--- src/rtl/kf_au_arbiter.sv ---
// Round-robin arbiter sharing the Kalman-filter arithmetic unit between the
// sequencer (requester 0) and the host/debug port (requester 1), with a done watchdog.
module kf_au_arbiter #(
  parameter int W   = 24,
  parameter int TMO = 64,
  parameter int TW  = 7
) (
  input  logic         clk,
  input  logic         rst,
  input  logic         req0,
  input  logic         req1,
  input  logic [1:0]   op0,
  input  logic [1:0]   op1,
  input  logic [W-1:0] r0,
  input  logic [W-1:0] s0,
  input  logic [W-1:0] r1,
  input  logic [W-1:0] s1,
  output logic         ack0,
  output logic         ack1,
  output logic         done0,
  output logic         done1,
  output logic [W-1:0] result,
  output logic         tmo,
  output logic         err,
  output logic         busy,
  output logic         au_start,
  output logic [1:0]   au_op,
  output logic [W-1:0] au_r,
  output logic [W-1:0] au_s,
  input  logic         au_done,
  input  logic [W-1:0] au_result
);

  typedef enum logic [1:0] {IDLE, ISSUE, WAIT, DONE} state_t;

  state_t        state_q, state_n;
  logic [TW-1:0] cnt_q, cnt_n;
  logic          last_q, last_n;
  logic          owner_q, owner_n;
  logic          win;
  logic          ack0_n, ack1_n, done0_n, done1_n, start_n;
  logic          tmo_n, err_n, busy_n;
  logic [1:0]    op_n;
  logic [W-1:0]  r_n, s_n, result_n;

  // Every output is registered: the comb process only forms next-cycle values.
  always_comb begin
    state_n  = state_q;
    cnt_n    = cnt_q;
    last_n   = last_q;
    owner_n  = owner_q;
    win      = 1'b0;
    ack0_n   = 1'b0;
    ack1_n   = 1'b0;
    done0_n  = 1'b0;
    done1_n  = 1'b0;
    start_n  = 1'b0;
    tmo_n    = 1'b0;
    err_n    = err;
    op_n     = au_op;
    r_n      = au_r;
    s_n      = au_s;
    result_n = result;
    unique case (state_q)
      IDLE: begin
        if (req0 || req1) begin
          // On a tie the requester not served last wins.
          win     = (req0 && req1) ? ~last_q : req1;
          owner_n = win;
          last_n  = win;
          op_n    = win ? op1 : op0;
          r_n     = win ? r1 : r0;
          s_n     = win ? s1 : s0;
          ack0_n  = ~win;
          ack1_n  = win;
          start_n = 1'b1;
          state_n = ISSUE;
        end
      end
      ISSUE: begin
        cnt_n   = '0;
        state_n = WAIT;
      end
      WAIT: begin
        // A done arriving in the watchdog's last cycle still counts as a normal completion.
        if (au_done) begin
          result_n = au_result;
          done0_n  = ~owner_q;
          done1_n  = owner_q;
          state_n  = DONE;
        end else if (cnt_q == TW'(TMO - 1)) begin
          result_n = '0;
          tmo_n    = 1'b1;
          err_n    = 1'b1;
          done0_n  = ~owner_q;
          done1_n  = owner_q;
          state_n  = DONE;
        end else begin
          cnt_n = cnt_q + TW'(1);
        end
      end
      DONE: begin
        state_n = IDLE;
      end
      default: begin
        state_n = IDLE;
      end
    endcase
    busy_n = (state_n != IDLE);
  end

  always_ff @(posedge clk or posedge rst) begin
    if (rst) begin
      state_q  <= IDLE;
      cnt_q    <= '0;
      last_q   <= 1'b1;
      owner_q  <= 1'b0;
      ack0     <= 1'b0;
      ack1     <= 1'b0;
      done0    <= 1'b0;
      done1    <= 1'b0;
      au_start <= 1'b0;
      tmo      <= 1'b0;
      err      <= 1'b0;
      busy     <= 1'b0;
      au_op    <= '0;
      au_r     <= '0;
      au_s     <= '0;
      result   <= '0;
    end else begin
      state_q  <= state_n;
      cnt_q    <= cnt_n;
      last_q   <= last_n;
      owner_q  <= owner_n;
      ack0     <= ack0_n;
      ack1     <= ack1_n;
      done0    <= done0_n;
      done1    <= done1_n;
      au_start <= start_n;
      tmo      <= tmo_n;
      err      <= err_n;
      busy     <= busy_n;
      au_op    <= op_n;
      au_r     <= r_n;
      au_s     <= s_n;
      result   <= result_n;
    end
  end

endmodule
--- config.mk ---
export PLATFORM = sky130hd
export DESIGN_NAME = kf_au_arbiter
export DESIGN_NICKNAME = d
export VERILOG_FILES = /design/src/rtl/kf_au_arbiter.sv
export SDC_FILE = /design/constraint.sdc
export NUM_CORES = 1
export LEC_CHECK = 0
export ABC_CLOCK_PERIOD_IN_PS = 3950
export CAP_MARGIN = 25
export CORE_ASPECT_RATIO = 0.7
export CORE_MARGIN = 8
export CORE_UTILIZATION = 30
export DETAILED_ROUTE_END_ITERATION = 6
export HOLD_SLACK_MARGIN = 0.03
export PLACE_DENSITY_LB_ADDON = 0.15
export REMOVE_ABC_BUFFERS = 1
export SLEW_MARGIN = 20
export SYNTH_ARGS = -nofsm -noshare
export SYNTH_HDL_FRONTEND = slang
export SYNTH_SLANG_ARGS = --single-unit
--- constraint.sdc ---
create_clock -name clk -period 3.95 [get_ports clk]
set_input_delay 0.5925 -clock clk [delete_from_list [all_inputs] [get_ports clk]]
set_output_delay 0.5925 -clock clk [all_outputs]
set_load 0.05 [all_outputs]
# --- Yosys cells after proc, flatten, opt, wreduce, memory -nomap -nowiden ---
# Cells that the tools add are included.
word_totals:
  out_inout_bits: 82
  regBits: 93
  inputBits: 129
op_classes:
  n_addsub: 1
  n_mux: 28
  eq_ne: 6
  bitwise: 4
  n_reduce_logical: 10
ops:
  columns: ["cell", "n"]
  rows:
  - ["24-bit 2-to-1 mux", 4]
  - ["1-bit 2-to-1 mux", 16]
  - ["7-bit 2-to-1 mux", 2]
  - ["7-bit one-hot mux with 2 select lines", 1]
  - ["2-bit 2-to-1 mux", 4]
  - ["2-bit one-hot mux with 4 select lines", 1]
  - ["7-bit by 1-bit adder with 7-bit output, second input constant", 1]
  - ["7-bit by 6-bit == test with 1-bit output, second input constant", 1]
  - ["3-bit AND reduction", 2]
  - ["2-bit nonzero test", 3]
  - ["2-bit == test, second input constant", 2]
  - ["2-bit inequality test, second input constant", 2]
  - ["1-bit NOT", 4]
  - ["2-bit AND reduction", 2]
  - ["2-bit by 1-bit == test with 1-bit output, second input constant", 1]
  - ["2-bit logical NOT", 1]
  - ["1-bit logical AND", 1]
  - ["1-bit logical OR", 1]

# --- Longest topological paths before layout ---
# Gate-level depths: netlist of the first run.
logic_depth:
  depth_word: 5
  mapped_depth: 8

# --- Least setup slack after synthesis of the first run ---
# No wires, ideal clock.
synth_timing:
  path_type: "input to register"
  startpoint: "input port req1"
  endpoint: "register au_r[10]"
  arrival_ns: 1.429
  path_buffers: 2
  setup_time_ns: 0.121
  required_time_ns: 3.829
  stages: 5
  setup_slack_ns: 2.400
  cell_sequence: "a21boi_2 > buf_4 > buf_2 > a22o_1 > a22o_1"
synth_between:
  elab_chain_len: 3
  word_cells_on_any_way: 5
  classes_between: "mux (2); reduce/logical (3)"
synth_lines:
  columns: ["element", "line", "source"]
  rows:
  - ["from (decl)", "11", "input logic req1,"]
  - ["1-bit logical AND", "68", "win = (req0 && req1) ? ~last_q : req1;"]
  - ["1-bit 2-to-1 mux", "68", null]
  - ["24-bit 2-to-1 mux", "72", "r_n = win ? r1 : r0;"]
  - ["to (signal assigned)", "144", "au_r <= r_n;"]
  - ["to (decl)", "28", "output logic [W-1:0] au_r,"]
# Several ways; a longest one is shown, not always the timed one.
# A chain may end at the register's enable or synchronous reset.

# --- Worst setup path after layout of the first run ---
layout_timing:
  startpoint: "register state_q[0]"
  endpoint: "register cnt_q[5]"
layout_between:
  elab_chain_len: 3
  word_cells_on_any_way: 7
  classes_between: "eq/ne (4); mux (1); reduce/logical (2)"
layout_lines:
  columns: ["element", "line", "source"]
  rows:
  - ["from (decl)", "36", "state_t state_q, state_n;"]
  - ["from (signal assigned)", "131", "state_q <= state_n;"]
  - ["2-bit == test or 2-bit by 1-bit == test with 1-bit output (tied branches)", "64", "unique case (state_q)"]
  - ["2-bit inequality test (no source line) or 2-bit nonzero test (tied branches)", null, null]
  - ["3-bit AND reduction (no source line)", null, null]
  - ["to (signal assigned)", "132", "cnt_q <= cnt_n;"]
  - ["to (decl)", "37", "logic [TW-1:0] cnt_q, cnt_n;"]
# Several ways; a longest one is shown, not always the timed one.

==> out/results.txt, run 1 <==
Req. time, crit path = 4.17 ns
TritonCTS clock tree = done
VDD IR max = 370.2 uV
most frequent cells in the layout = 210 x clkdlybuf4s50_1, 92 x dfrtp_1, 88 x a22o_1, 24 x nand2_1, 22 x mux2i_1
setup bufs post-CTS = 0
ys flop type = dfrtp_1
fillcell total = 1,179
status = finished clean
first-pass GRT wire length = 20.12 mm
worst hold path class = reg2reg
syn_area_per_cell = 12.53 um2
Slew HR = 43.15%
Post-synth EDFFs = 0
Final Max Slew Viols = 0
initial drt markers = 126
Final WS setup = 1.520 ns
total CTS buffers = 9
Combinational Power Share = 57.0%
sequential share of power = 27.8%
drt pass-1 iters = 4
crit path to = cnt_q[5]
Layout area overhead = 63.60%
Vias/cell = 4.811
Worst Setup Path Type = reg2reg
Core Util, Final = 49.94%
PostCTS Resize Cnt = 0
drc violations = 0
hold path cells = 1
synthesis-stage register bit count = 93
RD Place Congestion = 0.7374
Tcrit/Tclk final = 61.52%
TNS Setup = 0 ns
GRT overflow = 0
Critical path origin = state_q[0]
final wirelength = 12.80 mm
Clock Tree Root = clkbuf_16
crit path capture type = register
HP Start = owner_q
Internal = 0.003074 W
reg-to-reg startpoint = state_q[0]
Die Span Y = 112.4 um
Reg clk slew, reported paths = 0.07 ns
Tmin final = 2.430 ns
crit start category = register
CP Data Arrival Time = 2.65 ns
Core Footprint = 13,050 um2
pwr/cell area = 888.2 nW/um2
Clock Power Share = 15.2%
LEAKAGE = 2.875 nW
Die Wd = 153.7 um
antenna violations before repair = 0
most common cell after layout, fill and taps aside = clkdlybuf4s50_1
hold_buf cts = 0
pre-CTS setup slack = 0.8912 ns
Post-synth ARST share = 100.0%
Worst Max-Slew Pin Slew = 0.8508 ns
largest net degree at the start of global routing = 61
simple-gate share of the synthesized area = 5.999%
CP max FO = 32
Synth Area in Compound Gates = 23.96%
Seq/Total Area, Yosys = 58.45%
IO buf count = 210
Worst-Skew Late Latency = 0.34 ns
synth warn = 0
R2R depth = 6
Peak Freq = 411.5 MHz
GRT Overall Usage = 14.57%
starting density of the core = 30.53%
multiplexer share of the synthesized area = 5.810%
Final Hold Viols = 0
Syn Inst Count = 318
FP Rows = 35
Synth Area in XOR/XNOR = 0%
endpoints failing setup = 0
nets@finish = 651
synthesized cell area = 3984 um2
vias in the first global route = 3,531
CTS H-tree depth = 3
Switching Fraction = 46.91%
WL/cell = 18.58 um
via count = 3,315
clk sink count = 93
RSZ-0062 raised after global routing = false
antenna viol nets, final = 0
CTS Buffer Depth = 2
Sw Pwr = 0.002716 W
post-synthesis adder-cell area fraction = 1.256%
die area = 17,280 um2
Antenna Cells = 0
I/O pin count = 211
Distinct cells, synth = 32
share of cells above drive strength 1 = 5.736%
clock skew = 0.009071 ns
Detailed Place HPWL = 9.535 mm
R2R setup slack = 1.52 ns
largest family of logic cells by synthesized area = compound AO/OA/AOI/OAI gates
max-cap violations = 0
Crit Reg-Reg Endpoint = cnt_q[5]
-- how the worst min path moves through the flow --
stage / end
5_1_grt: err
2_1_floorplan: done0
4_1_cts: done0
3_5_place_dp: err
6_report: done0
3_3_place_gp: done0
-- final cells by class --
| class | count | area, um2 | area share [%] |
|---|---|---|---|
| flip-flops and latches | 93 | 2328 | 35.73 |
| repair buffers | 216 | 2167 | 33.25 |
| multi-input cells | 194 | 1490 | 22.86 |
| clock buffers | 9 | 225.2 | 3.456 |
| well taps | 166 | 207.7 | 3.187 |
| clock inverters | 7 | 81.33 | 1.248 |
| inverters | 4 | 17.52 | 0.2688 |
-- per-layer routing --
layer  up-vias  global-route usage, %  part of all wire [%]  wire length [um]
li1       1582                      -                     -                 -
met1      1618                  17.68                    43              5488
met2       104                  24.82                    50              6341
met3        11                  4.607                   6.6               851
met4         0                  3.448                  0.92               118
met5         -                      0                     0                 0
-- stage by stage --
stage	total power [W]	instances	area [um2]	hold WS, ns
3_5_place_dp	0.004949	672	6196	0.4550
3_3_place_gp	0.004911	672	6196	0.4533
2_1_floorplan	0.003700	291	3819	0.4184
6_report	0.005789	689	6518	0.4681
4_1_cts	0.005862	688	6502	0.4735
5_1_grt	0.006093	689	6518	0.5000
-- cells in the mapped netlist, types with 2 or more instances --
master     n  area [um2]
nor2_1     6       22.52
clkbuf_1  13       48.80
or2_2      2       12.51
nor2b_1    3       18.77
and3_1     3       18.77
and2_1     3       18.77
a22o_1    88       770.7
a21o_1     2       15.01
ha_1       4       50.05
mux2i_1   22       220.2
o21ai_1    2       10.01
buf_6      7       78.83
nand3_1    5       25.02
dfrtp_1   92        2302
o21ai_0   18       90.09
nand2_1   24       90.09
buf_2      6       30.03
inv_1      4       15.01
-- flip-flops by register name, summed over array words and instances, names as in the netlist --
name	flops
result	24
busy	1
err	1
ack1	1
au_op	2
au_start	1
done1	1
cnt_q	7
au_r	24
ack0	1
last_q	1
tmo	1
done0	1
au_s	24
state_q	2
owner_q	1
-- power groups by stage --
stage	Clock, W	Combinational, W	Sequential (W)
2_1_floorplan	0	0.000774	0.00293
3_3_place_gp	0	0.00330	0.00161
3_5_place_dp	0	0.00333	0.00162
4_1_cts	0.000912	0.00334	0.00161
5_1_grt	0.000953	0.00348	0.00166
6_report	0.000881	0.00330	0.00161
-- critical path: stages, from the launching register on --
cell	delay (ns)
dfrtp_1	0.37
inv_1	0.08
ha_1	0.33
and2_1	0.29
a21oi_4	0.68
o21ai_1	0.26
a22o_1	0.29
-- cell families after synthesis --
| kind of cell | count (synthesis) |
|---|---|
| buf+inv | 31 |
| mux | 23 |
| fa+ha+maj | 4 |
| compound gates | 117 |
| simple gates | 50 |
| flops | 93 |
(Power assumes the default switching activity.)
==> run 2, diff against run 1 <==
ABC_CLOCK_PERIOD_IN_PS = 2400   (was 3950)
clock period = 2.4 ns   (was 3.95 ns; I/O delays follow)
==> run 2 against run 1 <==
Against the previous run: clock power grew 58%; clock skew decreased by 0.0019 ns; largest power group unchanged; count of clock-buffer cells in the layout rose by 2.
==> out/results.txt, run 2 (same netlist as run 1, synthesis figures left out) <==
status = finished clean
Slew HR = 63.15% (+20 points)
vias in the first global route = 3,553 (+0.62%)
CP Data Arrival Time = 1.53 ns (-1.12 ns)
Final Max Slew Viols = 0 (unchanged)
antenna violations before repair = 0 (unchanged)
Switching Fraction = 46.34% (-0.57 points)
drt pass-1 iters = 4 (unchanged)
starting density of the core = 30.53% (unchanged)
Critical Path Max Stage Delay = 0.84 ns (+0.16 ns)
instance count on the critical path = 1 (-5)
most common cell after layout, fill and taps aside = clkdlybuf4s50_1
GRT Overall Usage = 14.34% (-0.23 points)
Tcrit/Tclk final = 78.88%
Reg clk slew, reported paths = 0.07 ns (about the same)
WL/cell = 17.99 um (-3.2%)
fillcell total = 1,155 (-2.0%)
crit start category = register
Worst-Skew Late Latency = 0.33 ns (about the same)
Antenna Cells = 0 (unchanged)
Worst Setup Path Type = reg2out
Core Footprint = 13,050 um2 (unchanged)
Vias/cell = 4.765 (-0.97%)
sequential share of power = 28.1% (+0.3 points)
hold_buf cts = 0 (unchanged)
PostCTS Resize Cnt = 0 (unchanged)
pwr/cell area = 1442 nW/um2 (+62%)
Die Wd = 153.7 um (unchanged)
most frequent cells in the layout = 210 x clkdlybuf4s50_1, 92 x dfrtp_1, 88 x a22o_1, 24 x nand2_1, 22 x mux2i_1
Layout area overhead = 64.76%
VDD IR max = 751.4 uV (+100%)
crit path capture type = output port
worst hold path class = in2async
Combinational Power Share = 57.2% (+0.2 points)
share of cells above drive strength 1 = 6.072% (+0.34 points)
FP Rows = 35 (unchanged)
Finished Cell Area = 6564 um2 (+0.71%)
TritonCTS clock tree = done
Die Span Y = 112.4 um (unchanged)
clock skew = 0.007194 ns (-0.001877 ns)
Cell Area, Placed = 6271 um2 (+1.2%)
R2R depth = 6 (unchanged)
crit-path cells = clkdlybuf4s50_1
CP top delay family = buffers and inverters
RD Place Congestion = 0.7715 (+4.6%)
IO buf count = 210 (unchanged)
dpl cells = 677 (+0.74%)
nets@finish = 655 (+0.61%)
Req. time, crit path = 2.04 ns (-2.13 ns)
Clock Tree Root = clkbuf_16
initial drt markers = 106 (-16%)
die area = 17,280 um2 (unchanged)
CP max FO = 2 (-94%)
max-cap violations = 0 (unchanged)
total power = 0.009463 W (+63%)
largest net degree at the start of global routing = 74 (+21%)
first-pass GRT wire length = 20.00 mm (-0.62%)
CTS H-tree depth = 3 (unchanged)
RSZ-0062 raised after global routing = false
setup bufs post-CTS = 0 (unchanged)
CTS Buffer Depth = 2 (unchanged)
Detailed Place HPWL = 9.365 mm (-1.8%)
Sw Pwr = 0.004385 W (+61%)
CP Buf/Inv Count = 1 (unchanged)
final wirelength = 12.47 mm (-2.6%)
Clock Power Share = 14.7% (-0.5 points)
biggest regs = au_r: 24 flops, au_s: 24 flops, result: 24 flops
endpoints failing setup = 0 (unchanged)
CP max-delay cell = clkdlybuf4s50_1
Tmin final = 1.893 ns
I/O pin count = 211 (unchanged)
Worst Max-Slew Pin Slew = 0.5510 ns (-0.2998 ns)
Internal = 0.005078 W (+65%)
clk sink count = 93 (unchanged)
via count = 3,302 (-0.39%)
Peak Freq = 528.3 MHz
Final Hold Viols = 0 (unchanged)
LEAKAGE = 2.905 nW (+1.0%)
drc violations = 0 (unchanged)
total CTS buffers = 9 (unchanged)
antenna viol nets, final = 0 (unchanged)
Finished Layout Cells = 693 (+0.58%)
GRT overflow = 0 (unchanged)
[run 2: final cells by class]
type                    count  area [um2]  share of cell area, %
clock buffers              11       232.7                  3.546
clock inverters             5       60.06                 0.9150
inverters                   4       17.52                 0.2669
multi-input cells         194        1490                  22.70
flip-flops and latches     93        2328                  35.47
well taps                 166       207.7                  3.164
repair buffers            220        2227                  33.93
[run 2: worst paths after layout]
path                             from    endpoint  slack, ns
max                          au_s[21]    au_s[21]       0.51
min                               rst  result[17]       0.40
max reg2reg                state_q[0]   result[6]       0.51
min reg2reg                   owner_q       done0       0.45
max in group asynchronous         rst    au_s[16]       1.44
min in group clk              owner_q       done0       0.45
[run 2: stage by stage]
step,hold WS (ns),utilization [%],setup WS (ns),setup TNS (ns)
after floorplan,0.4184,-,-0.4212,-49.66
after CTS,0.4060,50.30,0.4825,0
after detailed placement,0.4504,48.05,0.4045,0
after global placement,0.4418,48.05,0.4565,0
after global routing,0.4155,50.30,0.3856,0
final,0.3994,50.30,0.5070,0
[run 2: metal layers]
layer | vias up | routed length, um | GRT usage, %
met3 | 9 | 675 | 4.299
met4 | 0 | 121 | 3.578
met5 | - | 0 | 0
li1 | 1596 | - | -
met2 | 93 | 6300 | 24.76
met1 | 1604 | 5367 | 17.21
[run 2: power by group through the flow]
stage	Clock (W)	Combinational (W)	Sequential, W
after CTS	0.00146	0.00549	0.00266
after global routing	0.00152	0.00570	0.00275
after detailed placement	0	0.00548	0.00268
after global placement	0	0.00544	0.00266
after floorplan	0	0.00127	0.00482
final	0.00139	0.00541	0.00265
==> run 3, diff against run 2 <==
ABC_CLOCK_PERIOD_IN_PS = 1650   (was 2400)
clock period = 1.65 ns   (was 2.4 ns; I/O delays follow)
==> run 3 against run 2 <==
Against the previous run: via count is 2.1% higher; critical path depth is 4 higher; flip-flop and latch count stayed put; highest routed layer unchanged; clock skew is 0.0014 ns lower; register-to-register slack worse by 0.44 ns; sequential share of layout area is 0.20 points higher; global-route usage hardly changed; core utilization is 0.29 points lower; total power is 44% higher; non-clock buffer count is 16 higher.
==> out/results.txt, run 3 (same netlist as run 1, synthesis figures left out) <==
status = finished clean
Worst Setup Path Type = reg2reg
largest net degree at the start of global routing = 53 (-28%)
starting density of the core = 30.53% (unchanged)
final wirelength = 12.72 mm (+2.0%)
CP top delay family = compound AO/OA/AOI/OAI gates
Final Max Slew Viols = 0 (unchanged)
total power = 0.01367 W (+44%)
Die Wd = 153.7 um (unchanged)
drt pass-1 iters = 4 (unchanged)
biggest regs = au_r: 24 flops, au_s: 24 flops, result: 24 flops
via count = 3,371 (+2.1%)
CP max-delay cell = dfrtp_1
Antenna Cells = 0 (unchanged)
dpl cells = 693 (+2.4%)
WL/cell = 17.94 um (-0.26%)
Final Hold Viols = 0 (unchanged)
Die Span Y = 112.4 um (unchanged)
Final WS setup = 0.07079 ns (-0.4362 ns)
antenna viol nets, final = 0 (unchanged)
Clock Tree Root = clkbuf_16
crit-path cells = ha_2 > and4b_1 > a21oi_4 > o21ai_1 > a22o_1
CP max FO = 4 (+2)
TritonCTS clock tree = done
GRT overflow = 0 (unchanged)
max-cap violations = 0 (unchanged)
share of cells above drive strength 1 = 25.05% (+19 points)
hold_buf cts = 0 (unchanged)
I/O pin count = 211 (unchanged)
Core Footprint = 13,050 um2 (unchanged)
CTS Buffer Depth = 2 (unchanged)
Layout area overhead = 63.82%
CP Data Arrival Time = 1.80 ns (+0.27 ns)
Hold WS = 0.2599 ns (-0.1395 ns)
total CTS buffers = 9 (unchanged)
Worst-Skew Late Latency = 0.33 ns (about the same)
Vias/cell = 4.755 (-0.21%)
die area = 17,280 um2 (unchanged)
RSZ-0062 raised after global routing = false
Slew HR = 73.08% (+9.9 points)
most common cell after layout, fill and taps aside = clkdlybuf4s50_1
pre-CTS setup slack = -0.1502 ns (-0.5546 ns)
worst hold path class = in2async
FP Rows = 35 (unchanged)
CP Buf/Inv Count = 0 (-1)
VDD IR max = 963.3 uV (+28%)
Multi-input gate area = 1508 um2 (+1.2%)
first-pass GRT wire length = 19.99 mm (about the same)
IO buf count = 210 (unchanged)
Tcrit/Tclk final = 95.71%
endpoints failing setup = 0 (unchanged)
vias in the first global route = 3,556 (+0.084%)
Req. time, crit path = 1.87 ns (-0.17 ns)
CTS H-tree depth = 3 (unchanged)
fillcell total = 1,166 (+0.95%)
most frequent cells in the layout = 128 x clkdlybuf4s50_1, 101 x buf_4, 92 x dfrtp_1, 88 x a22o_1, 24 x nand2_1
Critical Path Max Stage Delay = 0.41 ns (-0.43 ns)
drc violations = 0 (unchanged)
Peak Freq = 633.2 MHz
Detailed Place HPWL = 9.798 mm (+4.6%)
initial drt markers = 203 (+92%)
antenna violations before repair = 0 (unchanged)
Seq. cell area = 2328 um2 (unchanged)
Tmin final = 1.579 ns
Reg clk slew, reported paths = 0.07 ns (about the same)
clk sink count = 93 (unchanged)
crit start category = register
Worst Max-Slew Pin Slew = 0.4038 ns (-0.1472 ns)
R2R setup slack = 0.07 ns (-0.44 ns)
Finished Layout Cells = 709 (+2.3%)
nets@finish = 671 (+2.4%)
GRT Overall Usage = 14.36% (+0.022 points)
pwr/cell area = 2094 nW/um2 (+45%)
Core Util, Final = 50.01% (-0.29 points)
clock skew = 0.005760 ns (-0.001434 ns)
RD Place Congestion = 0.7561 (-2.0%)
LEAKAGE = 3.094 nW (+6.5%)
crit path capture type = register
[run 3: changes by cell type in the layout (fill, tap and decap cells not counted), sizes merged]
cell	previous run	this run
buf	10	108
clkbuf	11	10
inv	5	6
bufinv	1	0
clkinvlp	1	2
clkdlybuf4s50	210	128
[run 3: metal layers]
layer	global-route usage [%]	wire length, um
met1	17.98	5676
met2	24.34	6363
met3	3.954	598
met4	3.123	81
met5	0	0
[run 3: final timing paths]
kind / startpoint / endpoint / cells past startpoint
setup / recovery: cnt_q[1] / cnt_q[5] / 5
hold / removal: rst / result[17] / 2
setup reg to reg: cnt_q[1] / cnt_q[5] / 5
hold reg to reg: owner_q / done0 / 1
max in group asynchronous: rst / last_q / 3
min in group clk: owner_q / done0 / 1
[run 3: repair_timing]
item / in CTS / in global routing
setup endpoints to repair: 1 / 40
resized for setup: 1 / 4
buffers inserted: 0 / 0
gates cloned: 0 / 0
hold endpoints to repair: 0 / 0
[run 3: where the power goes]
| group | total [W] | internal (W) | leakage, nW | switching, W |
|---|---|---|---|---|
| sequential | 0.00388 | 0.00330 | 1.17 | 0.000579 |
| combinational | 0.00783 | 0.00278 | 1.79 | 0.00505 |
| clock | 0.00195 | 0.00107 | 0.135 | 0.000878 |
| total | 0.0137 | 0.00716 | 3.09 | 0.00650 |
[run 3: cell type report]
type | instances | area share [%]
Sequential cell | 93 | 35.68
Multi-Input combinational cell | 194 | 23.10
Clock inverter | 6 | 0.7094
Timing Repair Buffer | 236 | 33.40
Tap cell | 166 | 3.183
Clock buffer | 10 | 3.662
Inverter | 4 | 0.2684
[run 3: through the flow]
stage	setup TNS (ns)	instance area (um2)
6_report	0	6526
5_1_grt	0	6526
4_1_cts	0	6511
3_5_place_dp	-4.823	6223
3_3_place_gp	-3.994	6223
2_1_floorplan	-154.74	3819
[run 3: worst register-to-register path, cell delays in order (launching register included)]
cell     delay (ns)
dfrtp_1        0.41
ha_2           0.22
and4b_1        0.21
a21oi_4        0.21
o21ai_1        0.15
a22o_1         0.26
==> patch 1 (flow settings as in run 1) <==
Encoding of `state_t`: now one-hot (4 bits for 4 states).
--- a/src/rtl/kf_au_arbiter.sv
+++ b/src/rtl/kf_au_arbiter.sv
@@ -32,5 +32,5 @@
 );
 
-  typedef enum logic [1:0] {IDLE, ISSUE, WAIT, DONE} state_t;
+  typedef enum logic [3:0] {IDLE = 4'b0001, ISSUE = 4'b0010, WAIT = 4'b0100, DONE = 4'b1000} state_t;
 
   state_t        state_q, state_n;
Formal check against the unedited RTL: same outputs for any inputs over 10 cycles, from zero or initial values and one cycle with rst high; not proved beyond that.
==> patch 1 against run 1 <==
- maximum frequency increased by 6.4%
- power increased by 3.1%
- die area decreased by 0.97%
- highest routed layer unchanged
- worst setup slack improved by 0.15 ns
- largest power group unchanged
- routed wire length decreased by 0.19%
- global-route usage increased by 0.41 points
- sequential share of layout area increased by 0.85 points
- combinational power increased by 4%
- critical path depth increased by 1
- sequential cell count increased by 2
- synthesized area decreased by 1.1%
- design area decreased by 0.17%
==> patch 1: results (changes against run 1) <==
\begin{tabular}{lr}
\hline
Metric & Value \\
\hline
\multicolumn{2}{l}{\textbf{Outcome}} \\
Result of the run & finished clean \\
\multicolumn{2}{l}{\textbf{Final layout}} \\
Number of multi-input combinational cells & 192 (-1.0\%) \\
Area of the multi-input gates & 0.00143 mm\^{}2 (-3.9\%) \\
Layout non-clock buf frac & 33.1\% (-0.13 points) \\
Clock buffers & 11 (+2) \\
Share of final layout cell area taken by clock buffers and inverters & 4.62\% (-0.088 points) \\
Non-clock buffer total of the final layout & 217 (+0.46\%) \\
Net count reported at finish & 653 (+0.31\%) \\
Layout cells sized above 1 & 6.63\% (+0.89 points) \\
Fill count & 1,163 (-1.4\%) \\
Seq. cell area & 0.00238 mm\^{}2 (+2.2\%) \\
Nonclk inv count & 8 (+4) \\
\multicolumn{2}{l}{\textbf{Clock tree}} \\
Quantity of gates resized following cts & 0 (unchanged) \\
Number of setup buffers added after CTS & 0 (unchanged) \\
\multicolumn{2}{l}{\textbf{Setup path}} \\
Slowest stage cell on the critical path & clkdlybuf4s50\_1 \\
Launching element of the worst setup path & req1 \\
Worst reg2reg startpoint & cnt\_q[0]\$\_DFFE\_PP0P\_ \\
WP data arrival & 2.56 ns (-0.09 ns) \\
Worst path max stage delay & 0.55 ns (-0.13 ns) \\
\multicolumn{2}{l}{\textbf{Detailed routing}} \\
Post-DR vias/cell & 4.75 (-1.3\%) \\
Violation count after the first detailed-routing iteration & 112 (-11\%) \\
Per-cell routed wire length & 18.4 um (-0.91\%) \\
Vias after detailed routing & 3,295 (-0.60\%) \\
\multicolumn{2}{l}{\textbf{Global route}} \\
Number of global-route vias before repair & 3,590 (+1.7\%) \\
Global-route wire length before repair & 20.5 mm (+1.6\%) \\
Pin count of the biggest net entering global routing & 72 (+18\%) \\
\multicolumn{2}{l}{\textbf{Timing}} \\
Max transition margin & 39.8\% (-3.4 points) \\
Worst-case clock skew & 0.0128 ns (+0.00374 ns) \\
\multicolumn{2}{l}{\textbf{Place}} \\
Number of cells after detailed placement & 678 (+0.89\%) \\
Placement-stage worst setup slack & 1.30 ns (+0.411 ns) \\
Final HPWL from detailed placement & 9.56 mm (+0.23\%) \\
Placed cell area & 0.00621 mm\^{}2 (+0.16\%) \\
Gpl congestion & 0.755 (+2.4\%) \\
\multicolumn{2}{l}{\textbf{Synthesis}} \\
Gate Count Post-Synth & 317 (-0.31\%) \\
Sequential-to-total area share from yosys stat & 60.4\% (+2.0 points) \\
Synth cell count leaders & 93 x dfrtp\_1, 52 x a22o\_1, 29 x a21o\_1 \\
\#FFs+latches synth & 95 (+2.2\%) \\
\multicolumn{2}{l}{\textbf{Hold path}} \\
Hold Crit Start & err\$\_DFFE\_PP0P\_ \\
\multicolumn{2}{l}{\textbf{Power and ir drop}} \\
Leakage power figure & 2.96 nW (+2.9\%) \\
Worst supply voltage drop on vdd & 0.508 mV (+37\%) \\
\hline
\end{tabular}
[patch 1: changes by cell type after synthesis, moves of 3 or more]
cell / delta
a21o_1: +27
a22o_1: -36
buf_2: +6
buf_6: -6
clkbuf_1: -8
ha_1: -3
nand2_1: +4
nor2_1: -3
nor2b_1: -3
o211ai_1: +3
o21ai_0: -17
o21ai_1: +23
[patch 1: per-layer routing]
layer	track usage, %	up-vias	share of wire, %
met2	23.0	153	44
met3	8.55	8	12
li1	-	1585	-
met5	0	-	0
met4	3.55	0	0.81
met1	17.9	1549	43
[patch 1: logic make-up (layout without fill, tap and decap cells)]
family                     Yosys count  in the layout  synth area share, %
AOI/OAI and AO/OA                  118            118                 22.4
adders and majority gates            1              1                0.318
buffers and inverters               30            241                 3.72
DFF                                 95             95                 60.4
muxes                               22             22                 5.59
and+or+nand+nor                     51             51                 7.59
[patch 1: worst max-delay path: cells and delay by family]
kind / cells / cell delay [ns]
buffers and inverters: 3 / 1.25
AOI/OAI and AO/OA: 3 / 0.49
and+or+nand+nor: 1 / 0.19
[patch 1: final timing paths]
path,end,slack [ns],cells after the start
min reg2reg,err$_DFFE_PP0P_,0.48,1
max,au_op[0]$_DFFE_PP0P_,1.67,7
min,err$_DFFE_PP0P_,0.48,1
max reg2reg,result[21]$_DFFE_PP0P_,1.86,5
max in group asynchronous,au_r[19]$_DFFE_PP0P_,2.40,3
min in group asynchronous,au_s[21]$_DFFE_PP0P_,0.79,2
[patch 1: report_power, final]
group | leakage, nW | total (mW) | switching (mW) | internal, mW
combinational | 1.62 | 3.43 | 2.16 | 1.27
sequential | 1.19 | 1.68 | 0.260 | 1.42
clock | 0.149 | 0.867 | 0.359 | 0.508
==> patch 2 (flow settings as in run 1) <==
Made on the original files. Change the parameter `TMO` from 64 to 32.
--- a/src/rtl/kf_au_arbiter.sv
+++ b/src/rtl/kf_au_arbiter.sv
@@ -3,5 +3,5 @@
 module kf_au_arbiter #(
   parameter int W   = 24,
-  parameter int TMO = 64,
+  parameter int TMO = 32,
   parameter int TW  = 7
 ) (
Behaviour: no difference found for any inputs over 10 cycles, from zero or initial values and one cycle with rst high; that may be too few to reach the edited logic, so the function may still have changed.
==> patch 2 against run 1 <==
- sequential share of layout area decreased by 0.70 points
- critical path type unchanged
- synthesized cell count grew 26%
- sequential cell count did not move
- critical endpoint is now result[7]$_DFFE_PP0P_
- via count grew 16%
- synthesized area up 2.7%
- design area rose by 2.0%
- first-iteration DRC count rose by 39%
- worst setup slack got worse by 0.081 ns
- power up 2.8%
- die area is 2.4% higher
- routed wire length up 11%
==> patch 2: results (changes against run 1) <==
\begin{tabular}{lr}
\hline
Metric & Value \\
\hline
\multicolumn{2}{l}{\textbf{Final layout}} \\
Net count reported at finish & 730 (+12\%) \\
Layout cells sized above 1 & 4.98\% (-0.75 points) \\
\multicolumn{2}{l}{\textbf{Global route}} \\
Met2 Use GR & 24.9\% (+0.053 points) \\
Met1 capacity usage during global routing & 19.4\% (+1.7 points) \\
Global-route wire length before repair & 22.3 mm (+11\%) \\
Global-route total usage across every layer & 15.9\% (+1.3 points) \\
Global routing usage on met3 & 7.29\% (+2.7 points) \\
Pin count of the biggest net entering global routing & 94 (+54\%) \\
Number of global-route vias before repair & 4,006 (+13\%) \\
\multicolumn{2}{l}{\textbf{Synthesis}} \\
Share of cell area taken by muxes after synthesis & 0\% (-5.8 points) \\
Number of different library cells in the post-synthesis netlist & 38 (+19\%) \\
Fraction of the mapped netlist area in compound gates & 20.1\% (-3.8 points) \\
Adder-Cell Fraction of Synth Area & 1.22\% (-0.033 points) \\
Synth cell count leaders & 92 x dfrtp\_1, 71 x nand2\_1, 41 x a21oi\_1 \\
Main area contributors after synthesis & dfrtp\_1 56\%, a221o\_1 7.6\%, nand2\_1 6.5\% \\
\multicolumn{2}{l}{\textbf{Power and ir drop}} \\
Worst supply voltage drop on vdd & 0.406 mV (+9.7\%) \\
Leakage power figure & 2.91 nW (+1.1\%) \\
Pint & 3.11 mW (+1.3\%) \\
\multicolumn{2}{l}{\textbf{Timing}} \\
Worst-case clock skew & 0.00624 ns (-0.00283 ns) \\
Worst-margin pin slew & 1.00 ns (+0.153 ns) \\
\multicolumn{2}{l}{\textbf{Detailed routing}} \\
Post-DR vias/cell & 4.88 (+1.3\%) \\
Violation count after the first detailed-routing iteration & 175 (+39\%) \\
Per-cell routed wire length & 18.0 um (-2.9\%) \\
First-pass DRT Iterations & 5 (+1) \\
\multicolumn{2}{l}{\textbf{Setup path}} \\
Maximum fanout along the worst path & 27 (-16\%) \\
Slowest stage cell on the critical path & nor2\_2 \\
Worst path max stage delay & 0.82 ns (+0.14 ns) \\
WP data arrival & 2.69 ns (+0.04 ns) \\
\multicolumn{2}{l}{\textbf{Place}} \\
Gpl congestion & 0.780 (+5.7\%) \\
Final HPWL from detailed placement & 10.4 mm (+8.8\%) \\
\multicolumn{2}{l}{\textbf{Outcome}} \\
Result of the run & finished clean \\
\hline
\end{tabular}
## patch 2: changes by cell type after synthesis, moves of 5 or more
cell | before | now
and3_1 | 3 | 31
a21oi_1 | 1 | 41
nand2_1 | 24 | 71
nor2_1 | 6 | 25
a22o_1 | 88 | 0
a221o_1 | 0 | 31
mux2i_1 | 22 | 0
buf_2 | 6 | 11
o21ai_0 | 18 | 27
## patch 2: cell type report
| class | instances | area, um^2 |
|---|---|---|
| flip-flops and latches | 93 | 2330 |
| well taps | 185 | 231 |
| fillers | 1197 | 6580 |
| clock inverters | 7 | 105 |
| inverters | 7 | 27.5 |
| multi-input cells | 270 | 1570 |
| repair buffers | 216 | 2160 |
| clock buffers | 9 | 225 |
## patch 2: final timing paths
kind / cells after the start / slack [ns] / endpoint / startpoint
setup / recovery: 5 / 1.44 / result[7]$_DFFE_PP0P_ / state_q[0]$_DFF_PP0_
hold / removal: 1 / 0.45 / done0$_DFF_PP0_ / owner_q$_DFFE_PP0P_
setup reg to reg: 5 / 1.44 / result[7]$_DFFE_PP0P_ / state_q[0]$_DFF_PP0_
hold reg to reg: 1 / 0.45 / done0$_DFF_PP0_ / owner_q$_DFFE_PP0P_
max in group asynchronous: 3 / 2.85 / last_q$_DFFE_PP1P_ / rst
min in group asynchronous: 3 / 0.68 / result[1]$_DFFE_PP0P_ / rst
## patch 2: kinds of logic after synthesis
group           after synthesis
compound gates              119
fa+ha+maj                     4
simple gates                147
buf+inv                      38
flops                        93
## patch 2: power groups by stage
stage	combinational, mW	sequential, mW	clock, mW
3_3_place_gp	3.36	1.64	0
2_1_floorplan	0.793	2.97	0
5_1_grt	3.56	1.70	1.02
3_5_place_dp	3.39	1.65	0
6_report	3.36	1.64	0.957
4_1_cts	3.39	1.64	0.994
## patch 2: through the flow
stage,cell area (um^2),instances
floorplan,3930,370
global placement,6320,771
detailed placement,6320,771
CTS,6650,787
global route,6650,787
finish,6650,787
## patch 2: metal layers
layer / routed length [um] / up-vias
met4: 150 / 0
met3: 1540 / 12
met1: 6150 / 1825
met2: 6360 / 175
met5: 0 / -
li1: - / 1825
